===== src/rtl/logic_result_buffer.sv =====
// rtl/logic_result_buffer.sv - tagged result FIFO between logic units and writeback
module logic_result_buffer #(
  parameter int WIDTH = 16,
  parameter int DEPTH = 4,
  parameter int TAG_W = 3
) (
  input  logic                       clk,
  input  logic                       rst,
  input  logic                       in_valid,
  input  logic [WIDTH-1:0]           in_data,
  input  logic [TAG_W-1:0]           in_tag,
  output logic                       in_ready,
  output logic                       out_valid,
  output logic [WIDTH-1:0]           out_data,
  output logic [TAG_W-1:0]           out_tag,
  output logic                       out_zero,
  output logic                       out_neg,
  input  logic                       out_ready,
  output logic [$clog2(DEPTH+1)-1:0] count,
  output logic                       overflow
);

  localparam int PW = $clog2(DEPTH);
  localparam int CW = $clog2(DEPTH+1);

  logic [WIDTH-1:0] data_mem [DEPTH];
  logic [TAG_W-1:0] tag_mem  [DEPTH];
  logic             zero_mem [DEPTH];
  logic             neg_mem  [DEPTH];

  logic [PW-1:0] wr_ptr;
  logic [PW-1:0] rd_ptr;
  logic          push;
  logic          pop;

  // Handshake qualifiers; in_ready depends only on stored state, never on out_ready.
  always_comb begin
    in_ready  = (count != CW'(DEPTH));
    out_valid = (count != '0);
    push      = in_valid & in_ready;
    pop       = out_valid & out_ready;
  end

  // Entry storage; flags are captured with the data so writeback sees push-time values.
  always_ff @(posedge clk) begin
    if (push) begin
      data_mem[wr_ptr] <= in_data;
      tag_mem[wr_ptr]  <= in_tag;
      zero_mem[wr_ptr] <= (in_data == '0);
      neg_mem[wr_ptr]  <= in_data[WIDTH-1];
    end
  end

  // Pointers, occupancy and sticky overflow.
  always_ff @(posedge clk or posedge rst) begin
    if (rst) begin
      wr_ptr   <= '0;
      rd_ptr   <= '0;
      count    <= '0;
      overflow <= 1'b0;
    end else begin
      if (push) wr_ptr <= (wr_ptr == PW'(DEPTH-1)) ? '0 : wr_ptr + 1'b1;
      if (pop)  rd_ptr <= (rd_ptr == PW'(DEPTH-1)) ? '0 : rd_ptr + 1'b1;
      case ({push, pop})
        2'b10:   count <= count + 1'b1;
        2'b01:   count <= count - 1'b1;
        default: count <= count;
      endcase
      // A push into a full buffer is dropped even if a pop frees a slot this cycle.
      if (in_valid && !in_ready) overflow <= 1'b1;
    end
  end

  // Fall-through head view; forced to zero when empty so stale entries never leak.
  always_comb begin
    out_data = '0;
    out_tag  = '0;
    out_zero = 1'b0;
    out_neg  = 1'b0;
    if (out_valid) begin
      out_data = data_mem[rd_ptr];
      out_tag  = tag_mem[rd_ptr];
      out_zero = zero_mem[rd_ptr];
      out_neg  = neg_mem[rd_ptr];
    end
  end

endmodule

===== config.mk =====
export PLATFORM = sky130hd
export DESIGN_NAME = logic_result_buffer
export DESIGN_NICKNAME = d
export VERILOG_FILES = /design/src/rtl/logic_result_buffer.sv
export SDC_FILE = /design/constraint.sdc
export NUM_CORES = 1
export LEC_CHECK = 0
export ABC_AREA = 0
export BUFFER_PORTS_ARGS = -buffer_cell sky130_fd_sc_hd__buf_4
export CAP_MARGIN = 20
export CORE_MARGIN = 3
export CORE_UTILIZATION = 35
export CTS_CLUSTER_SIZE = 12
export DETAILED_ROUTE_END_ITERATION = 10
export GPL_TIMING_DRIVEN = 0
export PLACE_DENSITY_LB_ADDON = 0.08
export SYNTH_ARGS = -nofsm -noshare
export SYNTH_HDL_FRONTEND = slang
export SYNTH_SLANG_ARGS = --single-unit

===== constraint.sdc =====
create_clock -name clk -period 2.1 [get_ports clk]
set_input_delay 0.21 -clock clk [delete_from_list [all_inputs] [get_ports clk]]
set_output_delay 0.21 -clock clk [all_outputs]
set_load 0.03 [all_outputs]

# Word level (Yosys, flattened, before mapping)

Memory sizes are Yosys's and may differ from the RTL's.
Index checks and enable logic that the tools add are counted.
W data, S select, Z words.

Muxes and demuxes: 9
Reductions and logical operators: 5
Add/sub/neg operators: 4
Equal/unequal tests: 5
Bitwise logic cells: 2

Operator list:

| kind                  | count |
|---|---|
| $logic_not A16 Y1     | 1 |
| $mux W16              | 1 |
| $eq A2 B2 Y1 const B  | 3 |
| $pmux W3 S2           | 1 |
| $add A2 B1 Y2 const B | 2 |
| $mux W1               | 4 |
| $mux W2               | 2 |
| $add A3 B1 Y3 const B | 1 |
| $mux W3               | 1 |
| $ne A3 B3 Y1 const B  | 1 |
| $reduce_bool A3 Y1    | 1 |
| $sub A3 B1 Y3 const B | 1 |
| $and A1 B1 Y1         | 2 |
| $eq A2 B1 Y1 const B  | 1 |
| $reduce_bool A2 Y1    | 1 |
| $logic_and A1 B1 Y1   | 1 |
| $logic_not A1 Y1      | 1 |

Memories: 4
Bits in registers: 8
Memory bits (writable): 84
Output and inout bits: 27

Memories:

| name     | depth | width | rd ports | clocked after memory_dff | wr ports | line | source |
|---|---|---|---|---|---|---|---|
| data_mem | 4     | 16    | 1        | 0                        | 1        | 26   | `logic [WIDTH-1:0] data_mem [DEPTH];` |
| tag_mem  | 4     | 3     | 1        | 0                        | 1        | 27   | `logic [TAG_W-1:0] tag_mem [DEPTH];` |
| neg_mem  | 4     | 1     | 1        | 0                        | 1        | 29   | `logic neg_mem [DEPTH];` |
| zero_mem | 4     | 1     | 1        | 0                        | 1        | 28   | `logic zero_mem [DEPTH];` |

# Longest topological paths before layout

Gate-level depths: netlist of run 1.

Depth after elaboration: 4
Gate-level depth with buffers: 9

# Worst setup path after synthesis of run 1

OpenSTA, ideal clock, no wires.

Path kind: reg-to-reg
Start: register count[2]
End: register count[2]
Slack: -0.015 ns
Setup time: 0.080 ns
Data required time: 2.020 ns
Data arrival time: 2.034 ns
Stages on the path, launching flop included: 10
Cells stage by stage: dfrtp_1 > nor3b_1 > nor2b_1 > inv_1 > ha_1 > inv_1 > fa_1 > xor2_1 > nor2_1 > xor2_1

Word-level cells in the longest chain between the ends: 4
Elaborated cells between the ends (all ways): 10
Classes of those cells: add/sub: 2; eq/ne: 3; mux: 1; bitwise: 2; reduce/logical: 2

RTL lines:

| element                                            | line   | source |
|---|---|---|
| start, declared                                    | 19     | `output logic [$clog2(DEPTH+1)-1:0] count,` |
| start signal, assigned                             | 65     | `2'b10: count <= count + 1'b1;` |
| start signal, assigned                             | 66     | `2'b01: count <= count - 1'b1;` |
| start signal, assigned                             | 67     | `default: count <= count;` |
| $ne A3 B3 Y1 or $reduce_bool A3 Y1 (tied branches) | 38, 39 |  |
| $and A1 B1 Y1 (on tied branches)                   | 40, 41 |  |
| $eq A2 B1 Y1 or $eq A2 B2 Y1 (tied branches)       | 64     | `case ({push, pop})` |
| $pmux W3 S2 or $reduce_bool A2 Y1 (tied branches)  | -      |  |

Parallel ways exist; a longest one is shown, timed or not.
A chain may end at the register's enable or synchronous reset.

# Worst setup path after layout of run 1

Start: register rd_ptr[0]
End: output port out_data[15]

Word-level cells in the longest chain between the ends: 2

RTL lines:

| element                | line | source |
|---|---|---|
| start, declared        | 32   | `logic [PW-1:0] rd_ptr;` |
| start signal, assigned | 63   | `if (pop) rd_ptr <= (rd_ptr == PW'(DEPTH-1)) ? '0 : rd_ptr + 1'b1;` |
| $mem_v2 Z4 W16         | -    |  |
| $mux W16               | 80   | `if (out_valid) begin` |
| end, declared          | 14   | `output logic [WIDTH-1:0] out_data,` |

No other way between the ends.

==> results of run 1 <==
## per-stage QoR
step	hold WS, ns	utilization	total power (uW)	std cells
after detailed placement	0.190	0.427	5660	361
after global placement	0.201	0.417	5540	357
final	0.0590	0.463	7170	382
after floorplan	0.0256	-	4540	175
after global routing	0.0391	0.463	7570	382
after CTS	0.0397	0.460	7210	381
## worst paths after layout
check | from | to | slack, ns | depth (start not counted)
setup / recovery | rd_ptr[0] | out_data[15] | 0.05 | 5
hold / removal | in_tag[2] | tag_mem[1][2] | 0.06 | 1
setup reg to reg | count[2] | count[2] | 0.15 | 8
hold reg to reg | overflow | overflow | 0.46 | 1
max in group asynchronous | rst | rd_ptr[0] | 1.47 | 3
min in group asynchronous | rst | rd_ptr[1] | 0.36 | 3
## routing by layer
layer | vias to the layer above | global-route usage
met5 | - | 0
met4 | 0 | 0.0356
li1 | 817 | -
met3 | 6 | 0.0355
met2 | 34 | 0.190
met1 | 897 | 0.172
## power groups by stage
stage | Combinational, uW | Clock (uW) | Sequential (uW)
floorplan | 1970 | 0 | 2570
global placement | 3000 | 0 | 2540
detailed placement | 3130 | 0 | 2530
CTS | 3290 | 1440 | 2480
global route | 3540 | 1500 | 2530
finish | 3290 | 1400 | 2480
## flip-flops by register name (all words and copies together), names as in the netlist
register	cells
overflow	1
zero_mem	4
tag_mem	12
neg_mem	4
rd_ptr	2
wr_ptr	2
data_mem	60
count	3
## repair_timing
item / 4_1_cts / 5_1_grt
setup buffers: 4 / 1
hold endpoints to repair: 8 / 0
resized for setup: 10 / 7
hold buffers: 1 / 0
pin swaps: 0 / 0
endpoints found under the setup margin: 20 / 34
## cell families after synthesis
kind of cell	Yosys count	synth area share
AOI/OAI and AO/OA	1	0.00211
xor gates and xnor gates	3	0.00739
DFF	88	0.732
and+or+nand+nor	36	0.0644
buffers and inverters	15	0.0218
adders and majority gates	7	0.0268
muxes	25	0.145
## critical path, cell delays in order, from the launching register on
cell and delay, ns:
dfrtp_2 0.42, buf_12 0.13, mux4_2 0.49, and2_4 0.18, buf_4 0.12, buf_4 0.16
## cell usage in the layout, fill, tap and decap left out, drive strengths merged, types with 2 or more instances in the layout
cell type / instances
mux4: 20
dfrtp: 8
ha: 6
xor2: 2
edfxtp: 80
nor4: 4
clkbuf: 12
and2: 25
nor2: 3
buf: 62
inv: 9
bufinv: 3
mux2: 4
## cell type report
class                   instances  share of cell area
clock buffers                  10              0.0281
repair buffers                 59               0.122
flip-flops and latches         88               0.573
inverters                       8             0.00660
multi-input cells              72               0.196
clock inverters                 6              0.0253
plain buffers                   6              0.0129
well taps                     133              0.0366
==> impl_metrics.py, run 1 <==
metrics = {
    "min_path": {
        "hp-class": "in -> reg",
    },
    "die": {
        "dieArea_sq_mm": 0.0114,
        "top_level_ports": 50,
        "initial_utilization": 0.362,
        "rows": 36,
        "core_area_sq_mm": 0.00982,
        "die_h_um": 107,
        "die_w_um": 107,
    },
    "grt": {
        "antenna_found_initial": 0,
        "grt_use_total": 0.123,
        "grt_pass1_vias": 1842,
        "grt_max_degree": 17,
        "overflow": 0,
        "grt_pass1_wl_um": 10400,
    },
    "job": {
        "drv_cap": 0,
    },
    "setup_path": {
        "cp-start-kind": "flop",
        "arrival_ns": 1.84,
        "worstPathRequired_ns": 1.89,
        "worstSetupEndpointType": "output port",
        "critical_path_class": "reg -> out",
        "crit_path_max_fanout": 3,
    },
    "route": {
        "ant_nets": 0,
        "drtIter0Drc": 43,
        "wl_met1_um": 3130,
        "wl_um": 6580,
        "highest_layer": "met4",
        "wl_met2_um": 3100,
        "via_count": 1754,
        "via_per_inst": 4.59,
        "drc_errors": 0,
        "met3RoutedLength_um": 269,
        "dr.pass1.iters": 4,
        "wl_per_cell_um": 17.2,
    },
    "synth": {
        "synth.top_cell.area_share": 0.676,
        "synth_flop_cell": "edfxtp_1",
        "ys_seq_area_frac": 0.732,
        "syn_area_sq_mm": 0.00355,
        "synth_commonest_cells": "edfxtp_1 (80), and2_1 (24), mux4_2 (19), dfrtp_1 (8), inv_1 (8)",
        "yosys_warnings": 0,
        "synth_cell_types": 25,
        "synth_top_area_cell": "edfxtp_1",
        "synth-edff-count": 80,
        "avgSynthCellArea_sq_um": 20.3,
        "netlist_instances": 175,
        "synth_most_common_cell": "edfxtp_1",
        "syn_nets": 205,
        "synth_seq_cells": 88,
        "synthArstFlopShare": 0.0909,
        "post_synth_main_area_contributors": "edfxtp_1 (68%), mux4_2 (12%), dfrtp_1 (5.6%)",
    },
    "status": {
        "status": "finished, final reports clean",
    },
    "pwr": {
        "p_int_uw": 4700,
        "p_leak_uw": 0.00165,
        "switching_share": 0.345,
        "pwr-share-comb": 0.459,
        "vdd_drop_max_v": 0.000552,
        "switchingPower_uw": 2480,
        "p_clk_frac": 0.195,
        "power_density_mw_per_mm2": 1580,
        "seqPwrFrac": 0.346,
    },
    "timing": {
        "post-route-period-util": 0.975,
        "fmax_mhz": 489,
        "max_slew.worst_pin.slew_ns": 0.549,
        "tns_ns": 0,
        "grt_setup_unrepaired": "yes",
        "hold_viol": 0,
        "maxSlewViolCount": 0,
        "skew_ns": 0.00973,
        "slew_headroom": 0.634,
        "setup_violations": 0,
        "post-route-min-period_ns": 2.05,
        "fin_ws_ns": 0.0529,
    },
    "clock_tree": {
        "htreeDepth": 3,
        "cts_tree": "yes",
        "cts_buffers": 9,
        "clock_path_buffers": 2,
        "clk_latency_ns": 0.35,
        "clk_pin_slew_ns": 0.09,
        "root_buffer": "clkbuf_8",
        "cts_num_sinks": 88,
    },
    "place": {
        "gp_congestion": 0.632,
        "port_buffers": 49,
        "place_ws_ns": 0.0415,
        "hpwlAfterDp_um": 4390,
        "placed_cell_area_sq_mm": 0.00419,
    },
    "finish": {
        "final_layout_size_suffix_gt1_frac": 0.446,
        "fillCellCount": 898,
        "design_area_sq_mm": 0.00455,
        "seq_area_sq_mm": 0.00261,
        "nNetsFinal": 274,
        "multi_input_area_sq_um": 891,
        "diodes": 0,
        "area_growth_syn_to_layout_pct": 28.0,
    },
}
Power figures use the tool's default switching activity.
==> run 2, diff against run 1 <==
==> constraint.sdc (replaced) <==
create_clock -name clk -period 2.4 [get_ports clk]
set_input_delay 0.24 -clock clk [delete_from_list [all_inputs] [get_ports clk]]
set_output_delay 0.24 -clock clk [all_outputs]
set_load 0.03 [all_outputs]
==> run 2 against run 1 <==
  * Register-to-register slack improved by 0.20 ns
  * Via count up 0.17%
  * Final cell count shrank 1.0%
  * Clock power down 34%
  * First-iteration DRC count increased by 33%
  * Sequential share of layout area rose by 1.9 points
  * Worst hold slack better by 0.030 ns
  * Critical path type unchanged
  * Highest routed layer unchanged
==> impl_metrics.py, run 2 (synthesized netlist as in run 1, its figures left out) <==
metrics = {
    "status": {
        "status": "finished, final reports clean",
    },
    "grt": {
        "grt_pass1_wl_um": 10400,
        "grt_max_degree": 21,
        "antenna_found_initial": 0,
        "grt_pass1_vias": 1848,
        "grt_use_total": 0.125,
        "overflow": 0,
    },
    "setup_path": {
        "cp-start-kind": "flop",
        "arrival_ns": 2.01,
        "worstSetupEndpointType": "output port",
        "critical_path_class": "reg -> out",
        "worstPathRequired_ns": 2.16,
        "crit_path_max_fanout": 10,
    },
    "die": {
        "die_h_um": 107,
        "rows": 36,
        "initial_utilization": 0.362,
        "die_w_um": 107,
        "dieArea_sq_mm": 0.0114,
        "core_area_sq_mm": 0.00982,
        "top_level_ports": 50,
    },
    "finish": {
        "area_growth_syn_to_layout_pct": 23.7,
        "fillCellCount": 908,
        "reg_top3": "data_mem x60, tag_mem x12",
        "top_register": "data_mem",
        "largest_reg_flops": 60,
        "final_layout_size_suffix_gt1_frac": 0.416,
        "instances_no_fill": 378,
        "diodes": 0,
        "seq_area_sq_mm": 0.00260,
        "final_common_cell": "edfxtp_1",
        "final_cell_mix": "edfxtp_1 (80), buf_4 (50), and2_1 (24), mux4_2 (19), clkbuf_8 (9)",
        "nNetsFinal": 270,
        "multi_input_area_sq_um": 880,
    },
    "route": {
        "drc_errors": 0,
        "wl_um": 6580,
        "dr.pass1.iters": 4,
        "via_count": 1757,
        "drtIter0Drc": 57,
        "ant_nets": 0,
        "wl_per_cell_um": 17.4,
        "via_per_inst": 4.65,
    },
    "timing": {
        "post-route-period-util": 0.938,
        "max_slew.worst_pin.slew_ns": 0.561,
        "whs_ns": 0.0893,
        "hold_viol": 0,
        "post-route-min-period_ns": 2.25,
        "slew_headroom": 0.626,
        "maxSlewViolCount": 0,
        "grt_setup_unrepaired": "no",
        "tns_ns": 0,
        "skew_ns": 0.00918,
        "fmax_mhz": 444,
        "setup_violations": 0,
    },
    "place": {
        "placedCellCount": 359,
        "hpwlAfterDp_um": 4300,
        "gp_congestion": 0.672,
        "port_buffers": 49,
    },
    "clock_tree": {
        "clk_latency_ns": 0.35,
        "clk_pin_slew_ns": 0.09,
        "root_buffer": "clkbuf_8",
        "htreeDepth": 3,
        "clock_path_buffers": 2,
        "post-cts-setup-buffers": 0,
        "cts_buffers": 9,
        "cts_num_sinks": 88,
        "cts_tree": "yes",
    },
    "pwr": {
        "p_total_uw": 5790,
        "p_leak_uw": 0.00157,
        "vdd_drop_max_v": 0.000561,
        "power_density_mw_per_mm2": 1320,
    },
    "job": {
        "drv_cap": 0,
    },
    "min_path": {
        "hp-class": "in -> reg",
    },
}
## run 2: per-stage QoR
stage          worst slack [ns]  cell area [sq um]   util
6_report                  0.149               4400  0.448
5_1_grt                  0.0315               4400  0.448
4_1_cts                 0.00424               4330  0.441
3_5_place_dp             0.0305               4140  0.422
3_3_place_gp            0.00944               4090  0.416
2_1_floorplan             0.285               3550      -
## run 2: layer usage
| metal | vias up | wire length [um] | GRT usage |
|---|---|---|---|
| li1 | 812 | - | - |
| met1 | 898 | 2860 | 0.159 |
| met2 | 41 | 3380 | 0.207 |
| met3 | 6 | 271 | 0.0397 |
| met4 | 0 | 65 | 0.0356 |
| met5 | - | 0 | 0 |
## run 2: path summary, 6_finish.rpt
kind / start / endpoint / slack [ns] / depth (start not counted)
worst max register to register: count[0] / count[2] / 0.35 / 9
min in group asynchronous: rst / overflow / 0.39 / 3
worst min-delay path: in_tag[0] / tag_mem[1][0] / 0.09 / 1
worst min register to register: overflow / overflow / 0.47 / 1
max in group asynchronous: rst / rd_ptr[0] / 1.74 / 3
worst max-delay path: rd_ptr[0] / out_data[15] / 0.15 / 5
## run 2: final cells by class
class,count,area share
Buffer,7,0.0119
Timing Repair Buffer,54,0.111
Inverter,8,0.00683
Tap cell,133,0.0378
Multi-Input combinational cell,72,0.200
Clock inverter,7,0.0122
Clock buffer,9,0.0282
Sequential cell,88,0.592
## run 2: what timing repair did
action / 4_1_cts / 5_1_grt
hold endpoints to repair: 8 / 0
gates resized for setup: 0 / 5
setup endpoints to repair: 0 / 3
hold buffers: 1 / 0
## run 2: critical path, cell delays in order (launching register included)
cell	delay, ns
dfrtp_2	0.46
buf_8	0.20
mux4_2	0.52
and2_1	0.20
buf_4	0.13
buf_4	0.16
## run 2: where the power goes
part / leakage (uW) / internal [uW] / switching, uW
clock: 0.0000827 / 385 / 540
combinational: 0.000665 / 1230 / 1460
sequential: 0.000827 / 2040 / 139
==> run 3, diff against run 2 <==
--- a/config.mk
+++ b/config.mk
@@ -8,6 +8,8 @@
 export ABC_AREA = 0
 export BUFFER_PORTS_ARGS = -buffer_cell sky130_fd_sc_hd__buf_4
 export CAP_MARGIN = 20
+export CELL_PAD_IN_SITES_DETAIL_PLACEMENT = 1
+export CELL_PAD_IN_SITES_GLOBAL_PLACEMENT = 1
 export CORE_MARGIN = 3
 export CORE_UTILIZATION = 35
 export CTS_CLUSTER_SIZE = 12
==> run 3 against run 2 <==
  * Register-to-register slack got worse by 0.10 ns
  * Critical endpoint unchanged
  * Largest cell class unchanged
  * Final cell count fell by 0.53%
  * Flip-flop and latch count did not move
  * Highest routed layer unchanged
==> impl_metrics.py, run 3 (synthesized netlist as in run 1, its figures left out) <==
metrics = {
    "grt": {
        "grt_use_total": 0.137,
        "grt_pass1_vias": 2122,
        "grt_pass1_wl_um": 11500,
        "overflow": 0,
        "antenna_found_initial": 0,
        "grt_max_degree": 21,
    },
    "timing": {
        "fmax_mhz": 442,
        "grt_setup_unrepaired": "no",
        "post-route-min-period_ns": 2.26,
        "skew_ns": 0.00763,
        "setup_violations": 0,
        "slew_headroom": 0.582,
        "maxSlewViolCount": 0,
        "max_slew.worst_pin.slew_ns": 0.628,
        "hold_viol": 0,
        "whs_ns": 0.0954,
        "post-route-period-util": 0.943,
    },
    "finish": {
        "nNetsFinal": 268,
        "reg_top3": "data_mem x60, tag_mem x12",
        "final_cell_mix": "edfxtp_1 (80), buf_4 (50), and2_1 (22), mux4_2 (19), clkbuf_8 (9)",
        "diodes": 0,
        "top_register": "data_mem",
        "final_common_cell": "edfxtp_1",
        "area_growth_syn_to_layout_pct": 22.8,
        "instances_no_fill": 376,
        "multi_input_area_sq_um": 882,
        "seq_area_sq_mm": 0.00260,
        "final_layout_size_suffix_gt1_frac": 0.412,
        "largest_reg_flops": 60,
        "fillCellCount": 1001,
    },
    "place": {
        "port_buffers": 49,
        "hpwlAfterDp_um": 4840,
        "placedCellCount": 357,
        "gp_congestion": 0.748,
    },
    "route": {
        "drc_errors": 0,
        "drtIter0Drc": 64,
        "ant_nets": 0,
        "via_count": 1780,
        "wl_per_cell_um": 19.4,
        "wl_um": 7300,
        "dr.pass1.iters": 4,
        "via_per_inst": 4.73,
    },
    "clock_tree": {
        "root_buffer": "clkbuf_8",
        "htreeDepth": 3,
        "cts_tree": "yes",
        "clock_path_buffers": 2,
        "clk_pin_slew_ns": 0.09,
        "clk_latency_ns": 0.34,
        "post-cts-setup-buffers": 0,
        "cts_num_sinks": 88,
        "cts_buffers": 9,
    },
    "setup_path": {
        "crit_path_frequent_cell": "buf_4",
        "r2r_cells": 9,
        "critical_path_class": "reg -> out",
        "cp_slowest_cell": "dfrtp_1",
        "critical-path-top-delay-family": "simple AND/OR/NAND/NOR gates",
        "crit_path_max_fanout": 10,
        "worst_r2r_endpoint": "count[2]",
        "worst-path-buf-inv": 3,
        "cp_slowest_stage_delay_ns": 0.46,
        "worstPathRequired_ns": 2.16,
        "timing.rr.start": "count[0]",
        "cp_num_cells": 5,
        "worstSetupEndpointType": "output port",
        "cp_cell_sequence": "or3_4 > clkbuf_1 > and2_1 > buf_4 > buf_4",
        "cp-start-kind": "flop",
        "reg2reg_slack_ns": 0.25,
        "startpoint": "count[0]",
        "arrival_ns": 2.02,
    },
    "die": {
        "die_h_um": 107,
        "dieArea_sq_mm": 0.0114,
        "rows": 36,
        "core_area_sq_mm": 0.00982,
        "die_w_um": 107,
        "initial_utilization": 0.362,
        "top_level_ports": 50,
    },
    "job": {
        "drv_cap": 0,
    },
    "pwr": {
        "power_density_mw_per_mm2": 1360,
        "p_total_uw": 5950,
        "vdd_drop_max_v": 0.000542,
        "p_leak_uw": 0.00157,
    },
    "status": {
        "status": "finished, final reports clean",
    },
    "min_path": {
        "min_from": "in_tag[1]",
        "holdPathStages": 1,
        "hp-class": "in -> reg",
        "hold_path_end": "tag_mem[2][1]",
    },
}
[run 3: what timing repair did]
action / CTS / global route
hold buffers: 1 / 0
endpoints found under the setup margin: 40 / 11
hold endpoints to repair: 8 / 0
resized for setup: 2 / 4
[run 3: worst max-delay path by stage]
stage | endpoint | slack (ns)
2_1_floorplan | count[2] | 0.29
3_3_place_gp | data_mem[2][2] | 0.1
3_5_place_dp | data_mem[3][2] | -0.005
4_1_cts | out_data[15] | 0.01
5_1_grt | out_data[15] | 0.01
6_report | out_data[15] | 0.14
[run 3: final cells by class]
class                   instances  share of cell area
clock buffers                  11              0.0301
multi-input cells              72               0.202
flip-flops and latches         88               0.597
well taps                     133              0.0381
clock inverters                 5              0.0186
plain buffers                   7              0.0112
repair buffers                 52              0.0963
inverters                       8             0.00688
[run 3: where the power goes]
part	total, uW	internal (uW)	switching (uW)
combinational	2660	1170	1490
clock	1100	588	508
sequential	2200	2040	153
[run 3: layer usage]
metal | vias up | global-route usage | part of all wire
li1 | 810 | - | -
met1 | 927 | 0.162 | 0.41
met2 | 36 | 0.246 | 0.54
met3 | 7 | 0.0283 | 0.032
met4 | 0 | 0.0493 | 0.012
met5 | - | 0 | 0
[run 3: worst reg2reg max path, cell delays in order (launching register included)]
cell and delay (ns):
dfrtp_1 0.46, nor3b_2 0.29, nor2b_1 0.16, inv_1 0.09
ha_1 0.20, inv_1 0.07, fa_1 0.37, xor2_1 0.16
nor2_1 0.12, xor2_1 0.17
[run 3: stage by stage]
step	TNS, ns	setup WS, ns	cell area, sq um	utilization
after CTS	0	0.0135	4310	0.439
after global placement	0	0.0983	4090	0.416
after detailed placement	-0.0803	-0.00540	4090	0.416
after floorplan	0	0.285	3550	-
after global routing	0	0.0149	4360	0.444
final	0	0.138	4360	0.444
